==> config.mk <==
export PLATFORM = sky130hd
export DESIGN_NAME = vpe_pkt_dispatcher
export DESIGN_NICKNAME = d
export VERILOG_FILES = /design/src/rtl/vpe_pkg.sv /design/src/rtl/vpe_order_fifo.sv /design/src/rtl/vpe_pkt_dispatcher.sv
export SDC_FILE = /design/constraint.sdc
export NUM_CORES = 1
export LEC_CHECK = 0
export ABC_CLOCK_PERIOD_IN_PS = 8230
export BUFFER_PORTS_ARGS = -buffer_cell sky130_fd_sc_hd__buf_2
export CORE_ASPECT_RATIO = 1.2
export CORE_MARGIN = 2
export CORE_UTILIZATION = 35
export DETAILED_ROUTE_END_ITERATION = 10
export PLACE_DENSITY = 0.67
export SETUP_SLACK_MARGIN = 0.4
export SLEW_MARGIN = 20
export SYNTH_ARGS = -nofsm -noshare
export SYNTH_HDL_FRONTEND = slang
export SYNTH_SLANG_ARGS = --single-unit
==> constraint.sdc <==
create_clock -name clk -period 8.23 [get_ports clk]
set_clock_uncertainty 0.1 [all_clocks]
set_input_delay 1.646 -clock clk [delete_from_list [all_inputs] [get_ports clk]]
set_output_delay 1.646 -clock clk [all_outputs]
set_load 0.005 [all_outputs]
==> src/rtl/vpe_pkg.sv <==
// Shared definitions for the VPE array and its packet dispatcher.
// Holds the default feature/result widths, a lane-index type sized for the
// largest supported array, and a small population-count helper.
package vpe_pkg;

  localparam int FEA_W_DEF = 128;  // default feature vector width
  localparam int RES_W_DEF = 16;   // default per-packet result width
  localparam int MAX_LANE  = 8;    // largest supported lane count

  // Lane index wide enough for any supported array size.
  typedef logic [$clog2(MAX_LANE)-1:0] lane_idx_t;

  // Number of set bits in a lane mask.
  function automatic int unsigned popcount_lanes(input logic [MAX_LANE-1:0] v);
    int unsigned n;
    n = 0;
    for (int i = 0; i < MAX_LANE; i++) n += 32'(v[i]);
    return n;
  endfunction

endpackage

==> src/rtl/vpe_order_fifo.sv <==
// Small synchronous FIFO with show-ahead head output.
// Ports:
//   clk, rst         clock, asynchronous active-high reset
//   push, push_data  write an entry (ignored when full and not popping)
//   pop              drop the head entry (ignored when empty)
//   head             current head entry (valid when !empty)
//   empty, full      occupancy flags
module vpe_order_fifo #(
  parameter int DEPTH = 4,
  parameter int WIDTH = 2
) (
  input  logic             clk,
  input  logic             rst,
  input  logic             push,
  input  logic [WIDTH-1:0] push_data,
  input  logic             pop,
  output logic [WIDTH-1:0] head,
  output logic             empty,
  output logic             full
);

  localparam int PW = (DEPTH > 1) ? $clog2(DEPTH) : 1;
  localparam int CW = $clog2(DEPTH + 1);

  logic [WIDTH-1:0] mem [DEPTH];
  logic [PW-1:0]    wr_ptr;
  logic [PW-1:0]    rd_ptr;
  logic [CW-1:0]    count;
  logic             do_push;
  logic             do_pop;

  // Pointers wrap explicitly so non-power-of-two depths work.
  function automatic logic [PW-1:0] ptr_inc(input logic [PW-1:0] p);
    return (p == PW'(DEPTH - 1)) ? '0 : p + 1'b1;
  endfunction

  assign empty   = (count == '0);
  assign full    = (count == CW'(DEPTH));
  assign do_pop  = pop & ~empty;
  assign do_push = push & (~full | do_pop);
  assign head    = mem[rd_ptr];

  // NOTE: the storage is reset too: head is visible on the output even when
  // the FIFO is empty, so it must come out of reset as a known zero.
  always_ff @(posedge clk or posedge rst) begin
    if (rst) begin
      for (int i = 0; i < DEPTH; i++) mem[i] <= '0;
      wr_ptr <= '0;
      rd_ptr <= '0;
      count  <= '0;
    end else begin
      // NOTE: non-blocking assignments so every register here samples the
      // pre-edge values of the others, independent of statement order.
      if (do_push) begin
        mem[wr_ptr] <= push_data;
        wr_ptr      <= ptr_inc(wr_ptr);
      end
      if (do_pop) rd_ptr <= ptr_inc(rd_ptr);
      count <= count + CW'(do_push) - CW'(do_pop);
    end
  end

endmodule

==> src/rtl/vpe_pkt_dispatcher.sv <==
// Shares one packet-feature stream among N_LANE VPE lanes.
// Each accepted feature vector goes to an idle lane chosen round-robin; the
// lane's result is captured into a per-lane slot and results are returned in
// packet arrival order over a valid/ready port.
// Ports:
//   clk, rst                     clock, asynchronous active-high reset
//   in_valid/in_ready/in_fea     feature vector input handshake
//   lane_req                     per-lane fetch request (lane idle, level)
//   lane_fea_valid/lane_fea      one-hot dispatch pulse + broadcast vector
//   lane_res_valid/lane_res      per-lane result pulse + packed results
//   out_valid/out_ready          in-order result handshake
//   out_data/out_lane            result and the lane that produced it
//   busy_lanes                   lanes inflight or holding an unread result
//   err_unexp                    sticky: result pulse from an idle lane
module vpe_pkt_dispatcher
  import vpe_pkg::*;
#(
  parameter  int N_LANE = 4,
  parameter  int FEA_W  = FEA_W_DEF,
  parameter  int RES_W  = RES_W_DEF,
  localparam int LW     = $clog2(N_LANE)
) (
  input  logic                    clk,
  input  logic                    rst,
  input  logic                    in_valid,
  output logic                    in_ready,
  input  logic [FEA_W-1:0]        in_fea,
  input  logic [N_LANE-1:0]       lane_req,
  output logic [N_LANE-1:0]       lane_fea_valid,
  output logic [FEA_W-1:0]        lane_fea,
  input  logic [N_LANE-1:0]       lane_res_valid,
  input  logic [N_LANE*RES_W-1:0] lane_res,
  output logic                    out_valid,
  input  logic                    out_ready,
  output logic [RES_W-1:0]        out_data,
  output logic [LW-1:0]           out_lane,
  output logic [LW:0]             busy_lanes,
  output logic                    err_unexp
);

  logic [N_LANE-1:0] inflight;   // dispatched, result not yet returned
  logic [N_LANE-1:0] slot_full;  // result captured, not yet drained
  logic [RES_W-1:0]  slot [N_LANE];
  logic [LW-1:0]     rr_ptr;

  logic [N_LANE-1:0] elig;
  logic [N_LANE-1:0] cap;
  logic [N_LANE-1:0] grant_oh;
  logic [N_LANE-1:0] drain_oh;
  logic [LW-1:0]     grant;
  logic              grant_vld;
  logic              accept;
  logic              drain;
  logic [LW-1:0]     head;
  logic              fifo_empty;
  logic              fifo_full;
  int unsigned       idx;

  assign elig = lane_req & ~inflight & ~slot_full;

  // in_ready is held low during reset so nothing is offered to a lane that
  // is itself being reset.
  assign in_ready = ~rst & (|elig);
  // The order FIFO holds one entry per owned lane and cannot fill while a
  // lane is eligible; the full term only keeps the push unconditionally safe.
  assign accept   = in_valid & in_ready & ~fifo_full;

  // First eligible lane at or after rr_ptr, wrapping past the top lane.
  always_comb begin
    // NOTE: every output of this block gets a default first, so no path
    // leaves one unassigned and no latch is inferred.
    grant     = '0;
    grant_vld = 1'b0;
    idx       = 0;
    for (int k = 0; k < N_LANE; k++) begin
      idx = 32'(rr_ptr) + 32'(k);
      if (idx >= 32'(N_LANE)) idx = idx - 32'(N_LANE);
      if (!grant_vld && elig[idx]) begin
        grant_vld = 1'b1;
        grant     = LW'(idx);
      end
    end
  end

  // A result pulse only counts for a lane that has a packet outstanding.
  assign cap      = lane_res_valid & inflight;
  assign grant_oh = (accept && grant_vld) ? (N_LANE'(1) << grant) : '0;

  assign out_valid = ~fifo_empty & slot_full[head];
  assign out_data  = slot[head];
  assign out_lane  = head;
  assign drain     = out_valid & out_ready;
  assign drain_oh  = drain ? (N_LANE'(1) << head) : '0;

  assign busy_lanes = (LW + 1)'(popcount_lanes(MAX_LANE'(inflight | slot_full)));

  vpe_order_fifo #(
    .DEPTH (N_LANE),
    .WIDTH (LW)
  ) u_order_fifo (
    .clk       (clk),
    .rst       (rst),
    .push      (accept),
    .push_data (grant),
    .pop       (drain),
    .head      (head),
    .empty     (fifo_empty),
    .full      (fifo_full)
  );

  // inflight and slot_full are mutually exclusive per lane, so a grant, a
  // capture and a drain never touch the same lane in one cycle.
  always_ff @(posedge clk or posedge rst) begin
    if (rst) begin
      inflight       <= '0;
      slot_full      <= '0;
      rr_ptr         <= '0;
      lane_fea       <= '0;
      lane_fea_valid <= '0;
      err_unexp      <= 1'b0;
      for (int i = 0; i < N_LANE; i++) slot[i] <= '0;
    end else begin
      lane_fea_valid <= grant_oh;
      if (accept) begin
        lane_fea <= in_fea;
        rr_ptr   <= (grant == LW'(N_LANE - 1)) ? '0 : grant + 1'b1;
      end
      inflight  <= (inflight & ~cap) | grant_oh;
      slot_full <= (slot_full | cap) & ~drain_oh;
      if (|(lane_res_valid & ~inflight)) err_unexp <= 1'b1;
      for (int i = 0; i < N_LANE; i++) begin
        if (cap[i]) slot[i] <= lane_res[i*RES_W +: RES_W];
      end
    end
  end

endmodule

### After elaboration in Yosys (flattened, before gate mapping)

Cells that the tools add are included.

| storage, ports and cells | value |
|---|---|
| register bits after elaboration | 222 |
| bits of input ports | 204 |
| output and inout port bits | 156 |

| cells by class | value |
|---|---|
| add/subtract/negate cells | 19 |
| magnitude comparators | 13 |
| equality and inequality tests | 4 |
| shift operators | 2 |
| muxes and demuxes | 36 |
| bitwise logic cells | 27 |
| reductions and logical operators | 11 |

Operators by type and width:

| cell | count |
|---|---|
| < comparator 32 x 3 -> 1 bit (second input constant) | 4 |
| two-way mux 32 bit | 4 |
| binary-select mux 16 bit (select 2 bit) | 1 |
| two-way mux 16 bit | 2 |
| bitwise AND 4 bit | 6 |
| two-way mux 2 bit | 10 |
| greater-or-equal comparator 3 bit (second input constant) | 6 |
| NOT 4 bit | 4 |
| adder 3 x 1 -> 3 bit (second input constant) | 4 |
| bitwise OR 4 bit | 3 |
| subtractor 3 x 3 -> 4 bit (second input constant) | 3 |
| binary-select mux 1 bit (select 2 bit) | 5 |
| two-way mux 1 bit | 9 |
| NOT 2 -> 3 bit | 3 |
| bitwise mux 8 bit | 1 |
| two-way mux 4 bit | 2 |
| OR reduction 4 bit | 2 |
| left shift 1 x 2 -> 4 bit (first input constant) | 2 |
| bitwise AND 1 bit | 7 |
| adder 2 x 1 -> 2 bit (second input constant) | 3 |
| adder 2 x 2 -> 3 bit (second input constant) | 2 |
| adder 3 x 1 -> 3 bit | 2 |
| == test 2 bit (second input constant) | 3 |
| logical AND 1 bit | 5 |
| other kinds (15) | 19 |

### Depth between registers and ports, before layout

| logic depth | value |
|---|---|
| depth after elaboration | 18 |
| gate-level depth with buffers | 11 |

### Cells and area by module

A second synthesis with hierarchy kept.

| second synthesis, totals | value |
|---|---|
| cells, all modules | 571 |
| area total of the unflattened synthesis | 9202.6 µm² |

Modules (own cells, without submodules):

| module | instances | cells an instance | area each (µm²) |
|---|---|---|---|
| vpe_pkt_dispatcher | 1 | 510 | 8406.8 |
| vpe_order_fifo | 1 | 61 | 795.8 |

### Worst setup path after synthesis

No wires, ideal clock.

| timing | value |
|---|---|
| path kind | input -> output |
| start | in lane_req[1] |
| end | out in_ready |
| arrival time | 2544 ps |
| data required time | 6484 ps |
| setup slack | 3940 ps |
| stages | 4 |
| buffers on the path | 1 |
| path through | or3b_4 a41o_4 inv_1 buf_4 |

| on the way | value |
|---|---|
| longest elaborated chain between the ends | 4 |

Ends and longest elaborated chain:

| item | RTL line | source |
|---|---|---|
| start, declared | vpe_pkt_dispatcher.sv:28 | `input logic [N_LANE-1:0] lane_req,` |
| bitwise AND 4 bit (2 in series) | vpe_pkt_dispatcher.sv:59 | `assign elig = lane_req & ~inflight & ~slot_full;` |
| OR reduction 4 bit | vpe_pkt_dispatcher.sv:63 | `assign in_ready = ~rst & (\|elig);` |
| bitwise AND 1 bit | vpe_pkt_dispatcher.sv:63 |  |
| end, declared | vpe_pkt_dispatcher.sv:26 | `output logic in_ready,` |

No other way between the ends.

### Final worst setup path

| timing | value |
|---|---|
| start | in lane_req[0] |
| end | out in_ready |

The elaborated chain is that of the path after synthesis.

==> metrics.txt <==
status finished, final reports clean; critical path startpoint category input port; ant diodes 0; DR DRC count 0; Post-Synth XOR/XNOR Area 0.189%; library cells used by synthesis 45; vias in the first global route 6706; routed vias 6214; largest net degree at the start of global routing 142; grt ovf 0; Initial Util 35.4%; multiplexer share of the synthesized area 29.1%; asr flop ratio synth 100%; count leader, synth dfrtp_1; worst vdd rail ir drop 0.000186 V; Synth Area in Compound Gates 3.13%; die area 27700 um^2; I/O pins 360; post-DP HPWL 16.6 mm; # resized after CTS 0; DIE HEIGHT 182 um; top cells by area, synth dfrtp_1, mux2_2, mux2_1; Detail Route Antenna Nets 0; Row Count 65; fin crit period 4.71 ns; CTS tree yes; commonest cells in the netlist dfrtp_1, mux2_2, mux2_1; Post-Synth Simple-Gate Area 2.50%; Max FO, Critical Path 11; FMAX 212 MHz; Final Hold Fails 0; cells after synthesis 581; Synth top area share 60.1%; clk root buf clkbuf_16; # setup viols final 0; Bufs on Longest Clock Path 3; total clock sinks 222; First-pass DRT Iterations 4; synthesized cell area 9250 um^2; share of post-route cells with drive strength above 1 58.2%; leading area contributor after synthesis dfrtp_1; Worst-Margin Slew 1.01 ns; quantity of hold-fixing buffers added after cts 0; worst hold path class register to register; Worst-path clk slew 0.06 ns; max_cap viols 0; Cell Pwr Density 393 nW/um^2; synth-to-layout area growth 31.4%; Post-CTS Setup Inserts 0; Seq/Total Area, Yosys 60.1%; final worst path period share 57.2%; antenna violations before repair 1; Die X 152 um; CP required 6.48 ns; ys flop type dfrtp_1; Yosys reg bits 222; Core ar. 26100 um^2; worst rel slew slack 32.4%; max-slew violation count 0; via/cell ratio 4.78; TNS Setup 0 ns; fin cells 1299; final-layout fill cell count 2352; Nets 1165; largest family of logic cells by synthesized area multiplexers; adder-cell share of the synthesized area 2.19%; GRT Resource Usage Total 16.0%; global-route wire length before repair 36.1 mm; RD Place Congestion 0.781; LEAKAGE 0.00594 uW; Synthesis Warnings 0; crit path kind input port to output port; critical path arrival 2.96 ns; Initial DRC Count 178; number of flops mapped to enable cells by yosys 0; H-Tree Depth 1; RSZ-0062 raised after global routing false; placed instance count 1255; Critical Path Sink Type output port; drt total wl 22.8 mm; cts bufs inserted 24; clock latency on the worst-skew pair 0.51 ns; Syn Nets 800; WL per Instance 17.5 um; I/O Buffers 359; Avg Cell Area, Syn 15.9 um^2
[final cells by class]
cell class / instances / area, um^2 / area share, %
sequential: 222 / 5560 / 45.7
multi-input combinational: 314 / 3430 / 28.2
timing repair buffer: 362 / 1820 / 15.0
clock buffer: 39 / 758 / 6.24
tap: 335 / 419 / 3.45
inverter: 22 / 90.1 / 0.741
clock inverter: 5 / 77.6 / 0.638
[flip-flops by register name (all words and copies together) (netlist names), 3 cells and up]
signal,flops
slot,64
inflight,4
u_order_fifo.mem,8
slot_full,4
lane_fea,128
u_order_fifo.count,3
lane_fea_valid,4
[layer usage]
| layer | GRT usage, % | vias up | wire, um |
|---|---|---|---|
| li1 | - | 2831 | - |
| met1 | 19.0 | 3051 | 8950 |
| met2 | 27.7 | 285 | 11100 |
| met3 | 5.41 | 45 | 2160 |
| met4 | 4.67 | 2 | 532 |
| met5 | 0 | - | 13 |
[worst paths after layout]
kind                                                    to                          startpoint  slack (ns)  cells past startpoint
min in group asynchronous             slot[31]$_DFFE_PP0P_                                 rst        1.23                      2
min reg2reg                       lane_fea[17]$_DFFE_PP0P_            lane_fea[17]$_DFFE_PP0P_        0.38                      1
max                                               in_ready                         lane_req[0]        3.52                      5
min                               lane_fea[17]$_DFFE_PP0P_            lane_fea[17]$_DFFE_PP0P_        0.38                      1
max in group asynchronous         lane_fea[73]$_DFFE_PP0P_                                 rst        5.39                      3
max reg2reg                u_order_fifo.count[2]$_DFF_PP0_  u_order_fifo.rd_ptr[1]$_DFFE_PP0P_        4.68                     11
[cells by family after synthesis]
logic type,Yosys count
xor gates and xnor gates,2
DFF,222
buffers and inverters,45
and+or+nand+nor,37
adders and majority gates,15
muxes,222
AOI/OAI and AO/OA,38
[power by group]
part | total, uW | internal [uW] | switching (uW)
Sequential | 1920 | 1620 | 293
Clock | 1120 | 690 | 432
Combinational | 1740 | 985 | 755
Total | 4780 | 3300 | 1480
[critical path, stage by stage]
cell and delay [ns]:
buf_2 0.10, or3b_1 0.40, a41o_4 0.33, inv_1 0.28, buf_2 0.20
[metrics by stage]
step / utilization (%) / cell area (um^2) / power (uW) / hold WS (ns) / setup slack, ns
floorplan: - / 9250 / 2940 / 0.364 / 0.406
global placement: 43.3 / 11300 / 3650 / 0.361 / 3.56
detailed placement: 43.3 / 11300 / 3700 / 0.369 / 3.54
CTS: 46.5 / 12100 / 4850 / 0.382 / 3.53
global route: 46.5 / 12200 / 5100 / 0.389 / 3.45
finish: 46.5 / 12200 / 4780 / 0.377 / 3.52
[placed cells by master, fill, tap and decap left out, types with 2 or more instances in the layout]
| cell type | count |
|---|---|
| xnor2_1 | 2 |
| a21o_1 | 4 |
| clkbuf_16 | 25 |
| clkbuf_1 | 6 |
| ha_1 | 13 |
| mux2i_1 | 3 |
| buf_2 | 359 |
| a31oi_1 | 2 |
| nand3_1 | 5 |
| mux2_2 | 133 |
| mux2_1 | 69 |
| or3b_1 | 3 |
| inv_1 | 21 |
| nor3b_1 | 2 |
| clkbuf_8 | 8 |
| clkinv_2 | 2 |
| nor2_1 | 6 |
| buf_4 | 2 |
| o31ai_1 | 10 |
| nand2_1 | 5 |
| bufinv_16 | 2 |
| fa_1 | 2 |
| o22ai_1 | 2 |
| dfrtp_1 | 222 |
| or2_2 | 5 |
| and3_1 | 4 |
| mux4_2 | 17 |
| o21ai_0 | 5 |
| a21oi_1 | 4 |
(Power assumes the default switching activity.)
